### src/rtl/valid_ready_multi_port_out_of_order_buffer_if.sv
`default_nettype none
// ============================================================================
// Module  : valid_ready_multi_port_out_of_order_buffer_if
// Brief   : Handshake bundle for the out-of-order buffer (write, read, response)
// Revision: 1.0 - initial release
// ============================================================================
interface valid_ready_multi_port_out_of_order_buffer_if #(
    parameter int WIDTH       = 8,
    parameter int DEPTH       = 8,
    parameter int READ_PORTS  = 2,
    parameter int INDEX_WIDTH = $clog2(DEPTH),
    parameter int COUNT_WIDTH = $clog2(DEPTH + 1)
);
    logic                              full;
    logic                              empty;
    logic [COUNT_WIDTH-1:0]            count;
    logic                              write_valid;
    logic [WIDTH-1:0]                  write_data;
    logic [INDEX_WIDTH-1:0]            write_index;
    logic                              write_ready;
    logic [READ_PORTS-1:0]             read_valid;
    logic [READ_PORTS-1:0]             read_clear;
    logic [READ_PORTS*INDEX_WIDTH-1:0] read_index;
    logic [READ_PORTS-1:0]             read_ready;
    logic [READ_PORTS-1:0]             response_valid;
    logic [READ_PORTS*WIDTH-1:0]       response_data;
    logic [READ_PORTS-1:0]             response_error;
    logic [READ_PORTS-1:0]             response_ready;

    modport slave (
        input  write_valid, write_data, read_valid, read_clear, read_index, response_ready,
        output full, empty, count, write_index, write_ready, read_ready,
               response_valid, response_data, response_error
    );

    modport master (
        output write_valid, write_data, read_valid, read_clear, read_index, response_ready,
        input  full, empty, count, write_index, write_ready, read_ready,
               response_valid, response_data, response_error
    );
endinterface
`default_nettype wire

### src/rtl/valid_ready_multi_port_out_of_order_buffer.sv
`default_nettype none
// ============================================================================
// Module  : valid_ready_multi_port_out_of_order_buffer
// Brief   : Tag-allocating buffer, one write port, N indexed read/free ports
// Revision: 1.0 - initial release
// ============================================================================
module valid_ready_multi_port_out_of_order_buffer #(
    parameter int WIDTH       = 8,
    parameter int DEPTH       = 8,
    parameter int READ_PORTS  = 2,
    parameter int INDEX_WIDTH = $clog2(DEPTH),
    parameter int COUNT_WIDTH = $clog2(DEPTH + 1)
) (
    input wire logic clock,
    input wire logic reset,
    valid_ready_multi_port_out_of_order_buffer_if.slave bus
);
    localparam logic [INDEX_WIDTH:0]   c_depth_ext   = (INDEX_WIDTH + 1)'(DEPTH);
    localparam logic [COUNT_WIDTH-1:0] c_depth_count = COUNT_WIDTH'(DEPTH);

    logic [WIDTH-1:0]            r_data [DEPTH];
    logic [DEPTH-1:0]            r_occupied;
    logic [COUNT_WIDTH-1:0]      r_count;
    logic [READ_PORTS-1:0]       r_resp_valid;
    logic [READ_PORTS-1:0]       r_resp_error;
    logic [READ_PORTS*WIDTH-1:0] r_resp_data;

    logic                        w_full;
    logic                        w_write_accept;
    logic [INDEX_WIDTH-1:0]      w_write_index;
    logic [DEPTH-1:0]            w_write_onehot;
    logic [DEPTH-1:0]            w_clear_mask;
    logic [COUNT_WIDTH-1:0]      w_freed;
    logic [READ_PORTS-1:0]       w_read_ready;
    logic [READ_PORTS-1:0]       w_accept;
    logic [READ_PORTS-1:0]       w_hit;
    logic [INDEX_WIDTH-1:0]      w_idx    [READ_PORTS];
    logic [WIDTH-1:0]            w_lookup [READ_PORTS];

    assign w_full         = (r_count == c_depth_count);
    assign w_write_accept = bus.write_valid & ~w_full;

    // Lowest free slot; stays 0 when nothing is free.
    always_comb begin
        logic w_found;
        w_write_index = '0;
        w_found       = 1'b0;
        for (int i = 0; i < DEPTH; i++) begin
            if (!w_found && !r_occupied[i]) begin
                w_write_index = INDEX_WIDTH'(i);
                w_found       = 1'b1;
            end
        end
    end

    always_comb begin
        w_write_onehot = '0;
        if (w_write_accept) begin
            w_write_onehot[w_write_index] = 1'b1;
        end
    end

    for (genvar p = 0; p < READ_PORTS; p++) begin : g_port
        assign w_idx[p]        = bus.read_index[p*INDEX_WIDTH +: INDEX_WIDTH];
        assign w_read_ready[p] = ~r_resp_valid[p] | bus.response_ready[p];
        assign w_accept[p]     = bus.read_valid[p] & w_read_ready[p];
        assign w_hit[p]        = ({1'b0, w_idx[p]} < c_depth_ext) && r_occupied[w_idx[p]];
        assign w_lookup[p]     = w_hit[p] ? r_data[w_idx[p]] : '0;
    end

    // Ports hitting the same slot merge into one clear, so it is freed once.
    always_comb begin
        w_clear_mask = '0;
        for (int p = 0; p < READ_PORTS; p++) begin
            if (w_accept[p] && w_hit[p] && bus.read_clear[p]) begin
                w_clear_mask[w_idx[p]] = 1'b1;
            end
        end
    end

    always_comb begin
        w_freed = '0;
        for (int i = 0; i < DEPTH; i++) begin
            w_freed = w_freed + COUNT_WIDTH'(w_clear_mask[i]);
        end
    end

    always_ff @(posedge clock or posedge reset) begin
        if (reset) begin
            r_occupied   <= '0;
            r_count      <= '0;
            r_resp_valid <= '0;
            r_resp_error <= '0;
            r_resp_data  <= '0;
        end else begin
            // The write slot was free at cycle start, so it never overlaps a clear.
            r_occupied <= (r_occupied & ~w_clear_mask) | w_write_onehot;
            r_count    <= r_count + COUNT_WIDTH'(w_write_accept) - w_freed;
            for (int p = 0; p < READ_PORTS; p++) begin
                if (w_accept[p]) begin
                    r_resp_valid[p]               <= 1'b1;
                    r_resp_data[p*WIDTH +: WIDTH] <= w_lookup[p];
                    r_resp_error[p]               <= ~w_hit[p];
                end else if (bus.response_ready[p]) begin
                    r_resp_valid[p] <= 1'b0;
                end
            end
        end
    end

    always_ff @(posedge clock) begin
        if (w_write_accept) begin
            r_data[w_write_index] <= bus.write_data;
        end
    end

    assign bus.full           = w_full;
    assign bus.empty          = (r_count == '0);
    assign bus.count          = r_count;
    assign bus.write_index    = w_write_index;
    assign bus.write_ready    = ~w_full;
    assign bus.read_ready     = w_read_ready;
    assign bus.response_valid = r_resp_valid;
    assign bus.response_data  = r_resp_data;
    assign bus.response_error = r_resp_error;
endmodule
`default_nettype wire
### src/flat_wrapper.sv
// flat-port wrapper written by rule: the top's interface ports become plain ports
module valid_ready_multi_port_out_of_order_buffer_flat 
#(
    parameter int WIDTH       = 8,
    parameter int DEPTH       = 8,
    parameter int READ_PORTS  = 2,
    parameter int INDEX_WIDTH = $clog2(DEPTH),
    parameter int COUNT_WIDTH = $clog2(DEPTH + 1)
)
  (clock, reset, bus_write_valid, bus_write_data, bus_read_valid, bus_read_clear, bus_read_index, bus_response_ready, bus_full, bus_empty, bus_count, bus_write_index, bus_write_ready, bus_read_ready, bus_response_valid, bus_response_data, bus_response_error);
  valid_ready_multi_port_out_of_order_buffer_if #(.WIDTH(WIDTH), .DEPTH(DEPTH), .READ_PORTS(READ_PORTS), .INDEX_WIDTH(INDEX_WIDTH), .COUNT_WIDTH(COUNT_WIDTH)) bus_i ();
  input wire logic clock;
  input wire logic reset;
  input wire logic [$bits(bus_i.write_valid)-1:0] bus_write_valid;
  input wire logic [$bits(bus_i.write_data)-1:0] bus_write_data;
  input wire logic [$bits(bus_i.read_valid)-1:0] bus_read_valid;
  input wire logic [$bits(bus_i.read_clear)-1:0] bus_read_clear;
  input wire logic [$bits(bus_i.read_index)-1:0] bus_read_index;
  input wire logic [$bits(bus_i.response_ready)-1:0] bus_response_ready;
  output wire logic [$bits(bus_i.full)-1:0] bus_full;
  output wire logic [$bits(bus_i.empty)-1:0] bus_empty;
  output wire logic [$bits(bus_i.count)-1:0] bus_count;
  output wire logic [$bits(bus_i.write_index)-1:0] bus_write_index;
  output wire logic [$bits(bus_i.write_ready)-1:0] bus_write_ready;
  output wire logic [$bits(bus_i.read_ready)-1:0] bus_read_ready;
  output wire logic [$bits(bus_i.response_valid)-1:0] bus_response_valid;
  output wire logic [$bits(bus_i.response_data)-1:0] bus_response_data;
  output wire logic [$bits(bus_i.response_error)-1:0] bus_response_error;
  assign bus_i.write_valid = bus_write_valid;
  assign bus_i.write_data = bus_write_data;
  assign bus_i.read_valid = bus_read_valid;
  assign bus_i.read_clear = bus_read_clear;
  assign bus_i.read_index = bus_read_index;
  assign bus_i.response_ready = bus_response_ready;
  assign bus_full = bus_i.full;
  assign bus_empty = bus_i.empty;
  assign bus_count = bus_i.count;
  assign bus_write_index = bus_i.write_index;
  assign bus_write_ready = bus_i.write_ready;
  assign bus_read_ready = bus_i.read_ready;
  assign bus_response_valid = bus_i.response_valid;
  assign bus_response_data = bus_i.response_data;
  assign bus_response_error = bus_i.response_error;
  valid_ready_multi_port_out_of_order_buffer #(.WIDTH(WIDTH), .DEPTH(DEPTH), .READ_PORTS(READ_PORTS), .INDEX_WIDTH(INDEX_WIDTH), .COUNT_WIDTH(COUNT_WIDTH)) u_core (.clock(clock), .reset(reset), .bus(bus_i));
endmodule
### config.mk
export PLATFORM = sky130hd
export DESIGN_NAME = valid_ready_multi_port_out_of_order_buffer_flat
export DESIGN_NICKNAME = d
export VERILOG_FILES = /design/src/rtl/valid_ready_multi_port_out_of_order_buffer_if.sv /design/src/rtl/valid_ready_multi_port_out_of_order_buffer.sv /design/src/flat_wrapper.sv
export SDC_FILE = /design/constraint.sdc
export NUM_CORES = 1
export LEC_CHECK = 0
export BUFFER_PORTS_ARGS = -buffer_cell sky130_fd_sc_hd__buf_2
export CORE_AREA = 2 2 132 134
export CTS_CLUSTER_DIAMETER = 50
export DETAILED_ROUTE_END_ITERATION = 6
export DIE_AREA = 0 0 134 136
export GPL_TIMING_DRIVEN = 0
export PLACE_DENSITY = 0.54
export SYNTH_ARGS = -nofsm -noshare
export SYNTH_HDL_FRONTEND = slang
export SYNTH_SLANG_ARGS = --single-unit
### constraint.sdc
create_clock -name clock -period 9.94 [get_ports clock]
set_clock_uncertainty 0.2 [all_clocks]
set_input_delay 0.994 -clock clock [delete_from_list [all_inputs] [get_ports clock]]
set_output_delay 0.994 -clock clock [all_outputs]
set_load 0.02 [all_outputs]
==> run_results.csv, run 1 <==
group,metric,value,unit
placement,dp.final_hpwl,10.3,mm
yosys,synth_top_area_share,38.5,%
routing,postRouteAntennaNets,0,
grt,grt_overflow,0,
power,vdd_drop_max,0.000113,V
timing,setup_tns,0,ns
grt,grt_use_met2,26.6,%
yosys,syn_area,4990,µm²
job,max-cap-violations,0,
clocking,cts-root-buf,"clkbuf_16",
clocking,path_clk_slew,0.07,ns
worst_hold_path,holdCritPathClass,"reg2reg",
yosys,ys_async_sr_fraction,33.3,%
timing,hold_violations,0,
power,leakagePower,2.25,nW
worst_hold_path,hold_start,"u_core.bus.response_data[7]$_DFFE_PP0P_",
timing,relSlewSlack,26.0,%
routing,drtIter0Drc,351,
floorplan,num_rows,48,
floorplan,start_util,29.6,%
setup_path,worstPathMaxFanout,10,
timing,report.final.slew_viol_count,0,
routing,remaining_drc_errors,0,
clocking,htreeDepth,3,
yosys,synth_nets,447,
yosys,syn_inst,411,
yosys,ys_seq_elements,96,
finish,antenna_cells,0,
placement,place_ws,4.59,ns
grt,grt_start_max_net_pins,33,
timing,rsz0062_at_grt,"no",
yosys,yosysSeqAreaShare,54.6,%
setup_path,reg2reg_from,"u_core.r_occupied[5]$_DFF_PP0_",
yosys,yosysTopAreaCell,"edfxtp_1",
finish,final_nets,509,
finish,drive_gt1_share,23.4,%
floorplan,pin_count,55,
setup_path,worstSetupPathType,"in2reg",
yosys,synth.distinct_cells,53,
setup_path,crit_arrival,5.07,ns
setup_path,crit_path_start_kind,"input pin",
yosys,synth.area.top_cells,"edfxtp_1 (39%), dfrtp_1 (16%), mux2i_1 (4.2%)",
finish,fillers,1668,
power,power.density,243,nW/µm²
setup_path,required,10.02,ns
grt,use_met1,20.8,%
floorplan,die_height,136,µm
placement,io_buffers,49,
yosys,yosysMostFrequentCell,"edfxtp_1",
timing,fmax,201,MHz
grt,grt_usage,15.9,%
grt,antenna_found_initial,0,
timing,finalSetupViolations,0,
grt,grt_pass1_vias,3650,
clocking,cts_resized,0,
clocking,clockBufferDepth,2,
floorplan,coreArea,16900,µm²
routing,routed_wl,14.1,mm
floorplan,die-area,18200,µm²
setup_path,crit_start,"bus_read_index[5]",
clocking,clock_sinks,96,
clocking,cts_tree,"yes",
yosys,syn_avg_cell_area,12.1,µm²
clocking,clk_latency,0.35,ns
yosys,synth_top_flop_cell,"edfxtp_1",
routing,viasPerCell,5.21,
clocking,post_cts_buffers,0,
grt,busiest_layer,"met2",
grt,grt_pass1_wl,21.6,mm
routing,firstDrtPassIters,5,
yosys,synth-edff-count,64,
timing,tightest_slew,1.11,ns
run_status,status,"completed",
clocking,holdBufCountCts,0,
yosys,synth_common_cells,"edfxtp_1 (64), dfrtp_1 (32), nor2_1 (31), nand2_1 (24)",
placement,place_area,5530,µm²
timing,post-route-min-period,4.99,ns
finish,final_util,34.6,%
routing,vias,3664,
finish,final_cell_area,5840,µm²
floorplan,dieWidth,134,µm
timing,layout_setup_ws,4.95,ns
setup_path,worstSetupEndpointType,"register",
placement,gp_routability_congestion,0.869,
finish,area_delta_synth_final,17.0,%
yosys,yosysWarningCount,0,
grt,grt_util_met3,2.46,%
clocking,numCtsBuffers,9,
routing,detail_route.wl_per_cell,20.1,µm
timing,period_share,50.2,%
[layout make-up]
| cell class | instances | area [µm²] | share of cell area (%) |
|---|---|---|---|
| repair buffers | 51 | 284 | 4.86 |
| flip-flops and latches | 96 | 2720 | 46.6 |
| well taps | 225 | 282 | 4.82 |
| plain buffers | 25 | 111 | 1.91 |
| clock buffers | 10 | 229 | 3.92 |
| clock inverters | 6 | 51.3 | 0.878 |
| inverters | 21 | 78.8 | 1.35 |
| multi-input cells | 269 | 2080 | 35.7 |
[worst max-delay path, stage by stage]
cell,delay (ns)
buf_2,0.16
mux2_1,0.33
a221o_1,0.39
a21oi_4,0.36
o21ai_2,0.18
ha_1,0.35
fa_1,0.41
inv_1,0.08
fa_1,0.42
fa_1,0.37
inv_1,0.08
fa_1,0.41
inv_1,0.06
ha_1,0.16
xor2_1,0.18
xnor2_1,0.13
[sequential cells by signal, summed over array words and instances (netlist names)]
signal                     cells
u_core.bus.response_data      16
u_core.bus.count               4
u_core.r_occupied              8
u_core.r_data                 64
u_core.bus.response_error      2
u_core.bus.response_valid      2
[kinds of logic (layout without fill, tap and decap cells)]
| group | count (synthesis) | in the layout | share of synthesized area, % |
|---|---|---|---|
| multiplexers | 45 | 45 | 11.4 |
| buffers and inverters | 46 | 113 | 3.81 |
| AND/OR/NAND/NOR | 109 | 109 | 10.7 |
| AO/OA/AOI/OAI | 99 | 99 | 14.8 |
| XOR/XNOR | 3 | 3 | 0.527 |
| flip-flops | 96 | 96 | 54.5 |
| adder cells (fa/ha/maj) | 13 | 13 | 4.16 |
[stage by stage]
step	hold slack [ns]	cells	power (mW)
2_1_floorplan	0.374	411	0.918
3_3_place_gp	0.258	685	1.09
3_5_place_dp	0.269	686	1.09
4_1_cts	0.284	702	1.43
5_1_grt	0.320	703	1.50
6_report	0.275	703	1.42
[report_power, final]
group	switching [mW]	total, mW	internal (mW)
clock network	0.160	0.333	0.173
registers	0.0655	0.609	0.543
logic	0.311	0.478	0.167
total	0.536	1.42	0.883
[final timing paths]
path	to	slack [ns]	cells past startpoint
max in group asynchronous	u_core.bus.response_data[10]$_DFFE_PP0P_	8.66	3
worst max-delay path	u_core.bus.count[3]$_DFF_PP0_	4.95	16
worst min-delay path	u_core.bus.response_data[7]$_DFFE_PP0P_	0.28	2
worst max register to register	u_core.bus.count[3]$_DFF_PP0_	5.31	15
min in group asynchronous	u_core.bus.response_error[0]$_DFFE_PP0P_	0.44	2
worst min register to register	u_core.bus.response_data[7]$_DFFE_PP0P_	0.28	2
[cells in the final DEF (no fill, tap or decap), drive strengths merged, types with 3 or more instances in the layout]
master / netlist / layout
o22ai: 9 / 9
and2: 8 / 8
a22o: 15 / 15
o31ai: 3 / 3
nand2b: 8 / 8
mux2i: 21 / 21
dfrtp: 32 / 32
nand2: 24 / 24
o2111ai: 5 / 5
clkinvlp: 0 / 3
a221oi: 9 / 9
edfxtp: 64 / 64
mux2: 16 / 16
a21oi: 6 / 6
clkbuf: 6 / 16
fa: 6 / 6
buf: 19 / 70
a2bb2oi: 3 / 3
o2bb2ai: 3 / 3
a22oi: 7 / 7
nor2: 32 / 32
ha: 7 / 7
nor2b: 10 / 10
mux4: 8 / 8
nand3: 16 / 16
inv: 21 / 22
o21ai: 26 / 26
[routing by layer]
| layer | vias to the layer above | part of all wire (%) |
|---|---|---|
| li1 | 1674 | - |
| met1 | 1793 | 43 |
| met2 | 172 | 47 |
| met3 | 25 | 6.7 |
| met4 | 0 | 2.4 |
| met5 | - | 0 |
Power figures use the tool's default switching activity.
==> run 2: changes to the inputs <==
==> constraint.sdc (replaced) <==
create_clock -name clock -period 4.6 [get_ports clock]
set_clock_uncertainty 0.2 [all_clocks]
set_input_delay 0.46 -clock clock [delete_from_list [all_inputs] [get_ports clock]]
set_output_delay 0.46 -clock clock [all_outputs]
set_load 0.02 [all_outputs]
==> run_results.csv, run 2 (synthesized netlist as in run 1, its figures left out) <==
group,metric,value,unit
run_status,status,"completed",
clocking,path_clk_slew,0.07,ns
power,pwr-share-seq,43.0,%
routing,drtIter0Drc,323,
finish,largest-register,"u_core.r_data",
finish,final_cell_mix,"edfxtp_1 (64), buf_2 (62), nor2_1 (31), dfrtp_1 (31), nand2_1 (24)",
clocking,cts_tree,"yes",
power,internal-power,1.92,mW
grt,grt_start_max_net_pins,33,
setup_path,worstSetupEndpointType,"register",
timing,hold_violations,0,
timing,tightest_slew,1.09,ns
setup_path,required,4.68,ns
placement,dp.final_hpwl,10.3,mm
routing,postRouteAntennaNets,0,
setup_path,worstPathMaxFanout,4,
power,p_switching,1.17,mW
placement,io_buffers,49,
routing,remaining_drc_errors,0,
floorplan,pin_count,55,
clocking,clockBufferDepth,2,
clocking,htreeDepth,3,
floorplan,coreArea,16900,µm²
clocking,cts-root-buf,"clkbuf_16",
finish,fillers,1665,
floorplan,die_height,136,µm
finish,final_cell_area,5890,µm²
floorplan,dieWidth,134,µm
grt,grt_pass1_vias,3635,
power,power.density,524,nW/µm²
finish,final_common_cell,"edfxtp_1",
setup_path,crit_path_start_kind,"register",
floorplan,start_util,29.6,%
finish,largest_reg_flops,64,
clocking,numCtsBuffers,9,
finish,antenna_cells,0,
power,p_sw_share,37.8,%
timing,relSlewSlack,27.2,%
setup_path,crit_arrival,4.42,ns
finish,drive_gt1_share,24.9,%
power,vdd_drop_max,0.000247,V
timing,fmax,230,MHz
floorplan,die-area,18200,µm²
routing,vias,3649,
finish,area_delta_synth_final,18.0,%
power,clkPwrFrac,23.4,%
timing,finalSetupViolations,0,
grt,grt_pass1_wl,21.7,mm
timing,post-route-min-period,4.34,ns
grt,antenna_found_initial,0,
routing,viasPerCell,5.17,
routing,detail_route.wl_per_cell,20.0,µm
setup_path,worstSetupPathType,"reg2reg",
worst_hold_path,holdCritPathClass,"in2reg",
timing,period_share,94.4,%
routing,routed_wl,14.1,mm
power,total_power,3.09,mW
power,leakagePower,2.27,nW
job,max-cap-violations,0,
placement,place_area,5530,µm²
power,comb_power_share,33.6,%
grt,grt_usage,16.0,%
timing,report.final.slew_viol_count,0,
floorplan,num_rows,48,
placement,dp.cells,686,
grt,grt_overflow,0,
clocking,clock_sinks,96,
finish,instances_no_fill,706,
clocking,clk_latency,0.36,ns
timing,rsz0062_at_grt,"no",
routing,firstDrtPassIters,5,
placement,gp_routability_congestion,0.869,
finish,final_nets,512,
## run 2: cell count changes in the layout (fill, tap and decap cells not counted), sizes merged
cell,previous run,this run
dlygate4sd3,0,1
buf,70,72
## run 2: repair_timing
item	4_1_cts	5_1_grt
resized for setup	0	7
hold endpoints to repair	0	14
setup buffers	2	1
hold buffers	0	1
endpoints found under the setup margin	1	2
pin swaps	1	3
## run 2: final timing paths
kind | slack [ns] | to | cells past startpoint | start
worst max register to register | 0.26 | u_core.bus.count[3]$_DFF_PP0_ | 15 | u_core.r_occupied[5]$_DFF_PP0_
min in group asynchronous | 0.45 | u_core.bus.response_error[0]$_DFFE_PP0P_ | 3 | reset
worst min-delay path | 0.12 | u_core.bus.response_valid[1]$_DFFE_PP0P_ | 2 | bus_read_valid[1]
max in group asynchronous | 3.31 | u_core.bus.response_data[10]$_DFFE_PP0P_ | 4 | reset
worst max-delay path | 0.26 | u_core.bus.count[3]$_DFF_PP0_ | 15 | u_core.r_occupied[5]$_DFF_PP0_
worst min register to register | 0.28 | u_core.bus.response_data[7]$_DFFE_PP0P_ | 2 | u_core.bus.response_data[7]$_DFFE_PP0P_
## run 2: per-stage QoR
step | worst slack, ns | setup TNS, ns | utilization (%) | hold slack (ns)
after floorplan | 0.252 | 0 | - | 0.359
after global placement | -0.181 | -0.181 | 32.7 | 0.258
after detailed placement | -0.221 | -0.238 | 32.8 | 0.269
after CTS | 0.000625 | 0 | 34.5 | 0.124
after global routing | 0.00295 | 0 | 34.9 | 0.156
final | 0.259 | 0 | 34.9 | 0.121
## run 2: area by class of cell
| type | instances | area, µm² | area share, % |
|---|---|---|---|
| clock buffer | 10 | 229 | 3.89 |
| timing repair buffer | 55 | 317 | 5.37 |
| buffer | 24 | 110 | 1.87 |
| sequential | 96 | 2720 | 46.2 |
| multi-input combinational | 269 | 2100 | 35.6 |
| inverter | 21 | 78.8 | 1.34 |
| tap | 225 | 282 | 4.78 |
| clock inverter | 6 | 51.3 | 0.871 |
## run 2: routing by layer
metal | part of all wire (%) | GRT usage, % | vias up
met5 | 0 | 0 | -
met1 | 44 | 21.1 | 1804
li1 | - | - | 1686
met3 | 5.9 | 1.90 | 25
met4 | 2.5 | 6.68 | 0
met2 | 48 | 26.9 | 134
## run 2: power by group through the flow
stage / clock (mW) / combinational, mW / sequential [mW]
floorplan: 0 / 0.626 / 1.36
global placement: 0 / 1.02 / 1.33
detailed placement: 0 / 1.03 / 1.33
CTS: 0.730 / 1.05 / 1.31
global route: 0.763 / 1.15 / 1.35
finish: 0.724 / 1.04 / 1.33
## run 2: critical path, cell delays in order (launching register included)
cell     delay [ns]
dfrtp_2        0.44
mux2_1         0.30
a221o_1        0.36
a21oi_4        0.20
o21ai_2        0.14
ha_1           0.34
fa_1           0.41
inv_1          0.08
fa_1           0.42
fa_1           0.37
inv_1          0.08
fa_1           0.41
inv_1          0.07
ha_1           0.16
xor2_1         0.18
xnor2_1        0.13
==> run 3: changes to the inputs <==
--- a/config.mk
+++ b/config.mk
@@ -6,12 +6,15 @@
 export NUM_CORES = 1
 export LEC_CHECK = 0
 export BUFFER_PORTS_ARGS = -buffer_cell sky130_fd_sc_hd__buf_2
+export CELL_PAD_IN_SITES_DETAIL_PLACEMENT = 0
+export CELL_PAD_IN_SITES_GLOBAL_PLACEMENT = 1
 export CORE_AREA = 2 2 132 134
 export CTS_CLUSTER_DIAMETER = 50
 export DETAILED_ROUTE_END_ITERATION = 6
 export DIE_AREA = 0 0 134 136
 export GPL_TIMING_DRIVEN = 0
-export PLACE_DENSITY = 0.54
+export PLACE_DENSITY = 0.62
+export SKIP_LAST_GASP = 1
 export SYNTH_ARGS = -nofsm -noshare
 export SYNTH_HDL_FRONTEND = slang
 export SYNTH_SLANG_ARGS = --single-unit
==> run_results.csv, run 3 (synthesized netlist as in run 1, its figures left out) <==
group,metric,value,unit
setup_path,worstSetupEndpointType,"register",
clocking,clk_latency,0.36,ns
floorplan,coreArea,16900,µm²
power,pwr-share-seq,43.3,%
timing,report.final.slew_viol_count,0,
setup_path,worstPathMaxFanout,6,
finish,drive_gt1_share,24.6,%
setup_path,r2r-end,"u_core.bus.count[3]$_DFF_PP0_",
finish,fillers,1691,
timing,post-route-min-period,4.40,ns
placement,dp.cells,686,
routing,drtIter0Drc,248,
routing,remaining_drc_errors,0,
finish,largest_reg_flops,64,
setup_path,cpMostUsedCell,"fa_1",
floorplan,num_rows,48,
setup_path,r2r_cells,15,
setup_path,crit_family,"adder cells",
timing,relSlewSlack,21.3,%
job,max-cap-violations,0,
power,internal-power,1.91,mW
setup_path,cpPeakStageDelay,0.45,ns
grt,antenna_found_initial,0,
floorplan,die_height,136,µm
power,power.density,522,nW/µm²
grt,grt_pass1_vias,3631,
grt,grt_overflow,0,
placement,gp_routability_congestion,0.893,
finish,final_nets,511,
finish,largest-register,"u_core.r_data",
floorplan,pin_count,55,
finish,area_delta_synth_final,17.6,%
clocking,cts-root-buf,"clkbuf_16",
floorplan,start_util,29.6,%
power,vdd_drop_max,0.000179,V
worst_hold_path,hold_start,"bus_read_valid[1]",
timing,tightest_slew,1.18,ns
timing,hold_violations,0,
clocking,htreeDepth,3,
setup_path,r2r_slack,0.20,ns
finish,final_util,34.8,%
timing,rsz0062_at_grt,"no",
finish,final_cell_mix,"edfxtp_1 (64), buf_2 (62), nor2_1 (31), dfrtp_1 (31), nand2_1 (24)",
finish,regArea,2720,µm²
setup_path,reg2reg_from,"u_core.r_occupied[5]$_DFF_PP0_",
finish,instances_no_fill,705,
routing,viasPerCell,5.09,
clocking,path_clk_slew,0.07,ns
setup_path,critPathSlowestCell,"dfrtp_2",
placement,io_buffers,49,
clocking,clockBufferDepth,2,
power,clkPwrFrac,22.9,%
routing,vias,3589,
grt,grt_start_max_net_pins,33,
placement,dp.final_hpwl,10.4,mm
worst_hold_path,hold_depth,2,
routing,detail_route.wl_per_cell,20.0,µm
timing,fmax,227,MHz
setup_path,crit_path_start_kind,"register",
routing,routed_wl,14.1,mm
power,total_power,3.06,mW
routing,postRouteAntennaNets,0,
setup_path,worstSetupPathType,"reg2reg",
setup_path,crit_arrival,4.48,ns
timing,finalSetupViolations,0,
routing,firstDrtPassIters,5,
finish,final_common_cell,"edfxtp_1",
power,p_sw_share,37.5,%
clocking,cts_tree,"yes",
power,comb_power_share,33.8,%
timing,period_share,95.7,%
setup_path,required,4.68,ns
power,p_switching,1.15,mW
floorplan,die-area,18200,µm²
worst_hold_path,holdCritPathClass,"in2reg",
finish,multiInputGateArea,2090,µm²
worst_hold_path,hold_end,"u_core.bus.response_valid[1]$_DFFE_PP0P_",
clocking,clock_sinks,96,
grt,grt_pass1_wl,21.4,mm
finish,antenna_cells,0,
timing,timing.hold.ws,0.123,ns
setup_path,cp_cell_sequence,"mux2_1 -> a221o_1 -> a21oi_4 -> o21ai_2 -> ha_1 -> fa_1 -> inv_1 -> fa_1 -> fa_1 -> inv_1 -> fa_1 -> inv_1 -> ha_1 -> xor2_1 -> xnor2_1",
timing,setup_tns,0,ns
clocking,numCtsBuffers,9,
floorplan,dieWidth,134,µm
power,leakagePower,2.28,nW
grt,grt_usage,16.1,%
run_status,status,"completed",
setup_path,worst-path-buf-inv,3,
==> run 3: changes by cell type in the layout (fill, tap and decap cells not counted), sizes merged <==
cell and change:
clkinv +3, clkinvlp -3, buf -1
==> run 3: per-stage QoR <==
step	setup WS, ns	cell area, µm²
global route	0.00318	5870
global placement	-0.184	5520
floorplan	0.252	4990
CTS	0.146	5830
detailed placement	-0.247	5530
finish	0.198	5870
==> run 3: power groups by stage <==
stage	sequential, mW	combinational [mW]	clock, mW
5_1_grt	1.35	1.12	0.755
3_3_place_gp	1.32	1.02	0
2_1_floorplan	1.36	0.626	0
4_1_cts	1.31	1.05	0.722
3_5_place_dp	1.33	1.04	0
6_report	1.33	1.03	0.700
==> run 3: layer usage <==
| metal | track usage (%) | vias up | wire length, µm |
|---|---|---|---|
| met5 | 0 | - | 0 |
| met4 | 6.97 | 0 | 336 |
| met3 | 3.36 | 23 | 844 |
| met2 | 26.3 | 122 | 6620 |
| met1 | 20.7 | 1763 | 6310 |
| li1 | - | 1681 | - |
==> run 3: worst max path at each step <==
stage / start / cells past startpoint / endpoint
global placement: bus_read_index[5] / 16 / u_core.bus.count[3]$_DFF_PP0_
floorplan: bus_read_index[1] / 16 / u_core.bus.count[3]$_DFF_PP0_
CTS: u_core.r_occupied[5]$_DFF_PP0_ / 15 / u_core.bus.count[3]$_DFF_PP0_
finish: u_core.r_occupied[5]$_DFF_PP0_ / 15 / u_core.bus.count[3]$_DFF_PP0_
detailed placement: bus_read_index[5] / 16 / u_core.bus.count[3]$_DFF_PP0_
global route: u_core.r_occupied[5]$_DFF_PP0_ / 15 / u_core.bus.count[3]$_DFF_PP0_
==> run 3: layout make-up <==
class | count | share of cell area, %
Multi-Input combinational cell | 269 | 35.6
Clock inverter | 6 | 0.746
Buffer | 24 | 1.90
Tap cell | 225 | 4.80
Timing Repair Buffer | 54 | 5.27
Sequential cell | 96 | 46.4
Clock buffer | 10 | 3.90
Inverter | 21 | 1.34
==> run 3: timing repair <==
action | in CTS | in global routing
buffers inserted | 2 | 0
endpoints found under the setup margin | 1 | 1
hold buffers | 0 | 1
pin swaps | 1 | 1
hold endpoints to repair | 0 | 14
gates resized for setup | 1 | 6
==> run 3: worst register-to-register path, delay by kind of cell (launching register included) <==
family,cells,cell delay (ns)
adder cells (fa/ha/maj),6,2.08
XOR/XNOR,2,0.31
AO/OA/AOI/OAI,3,0.74
buffers and inverters,3,0.23
flip-flops,1,0.45
multiplexers,1,0.31
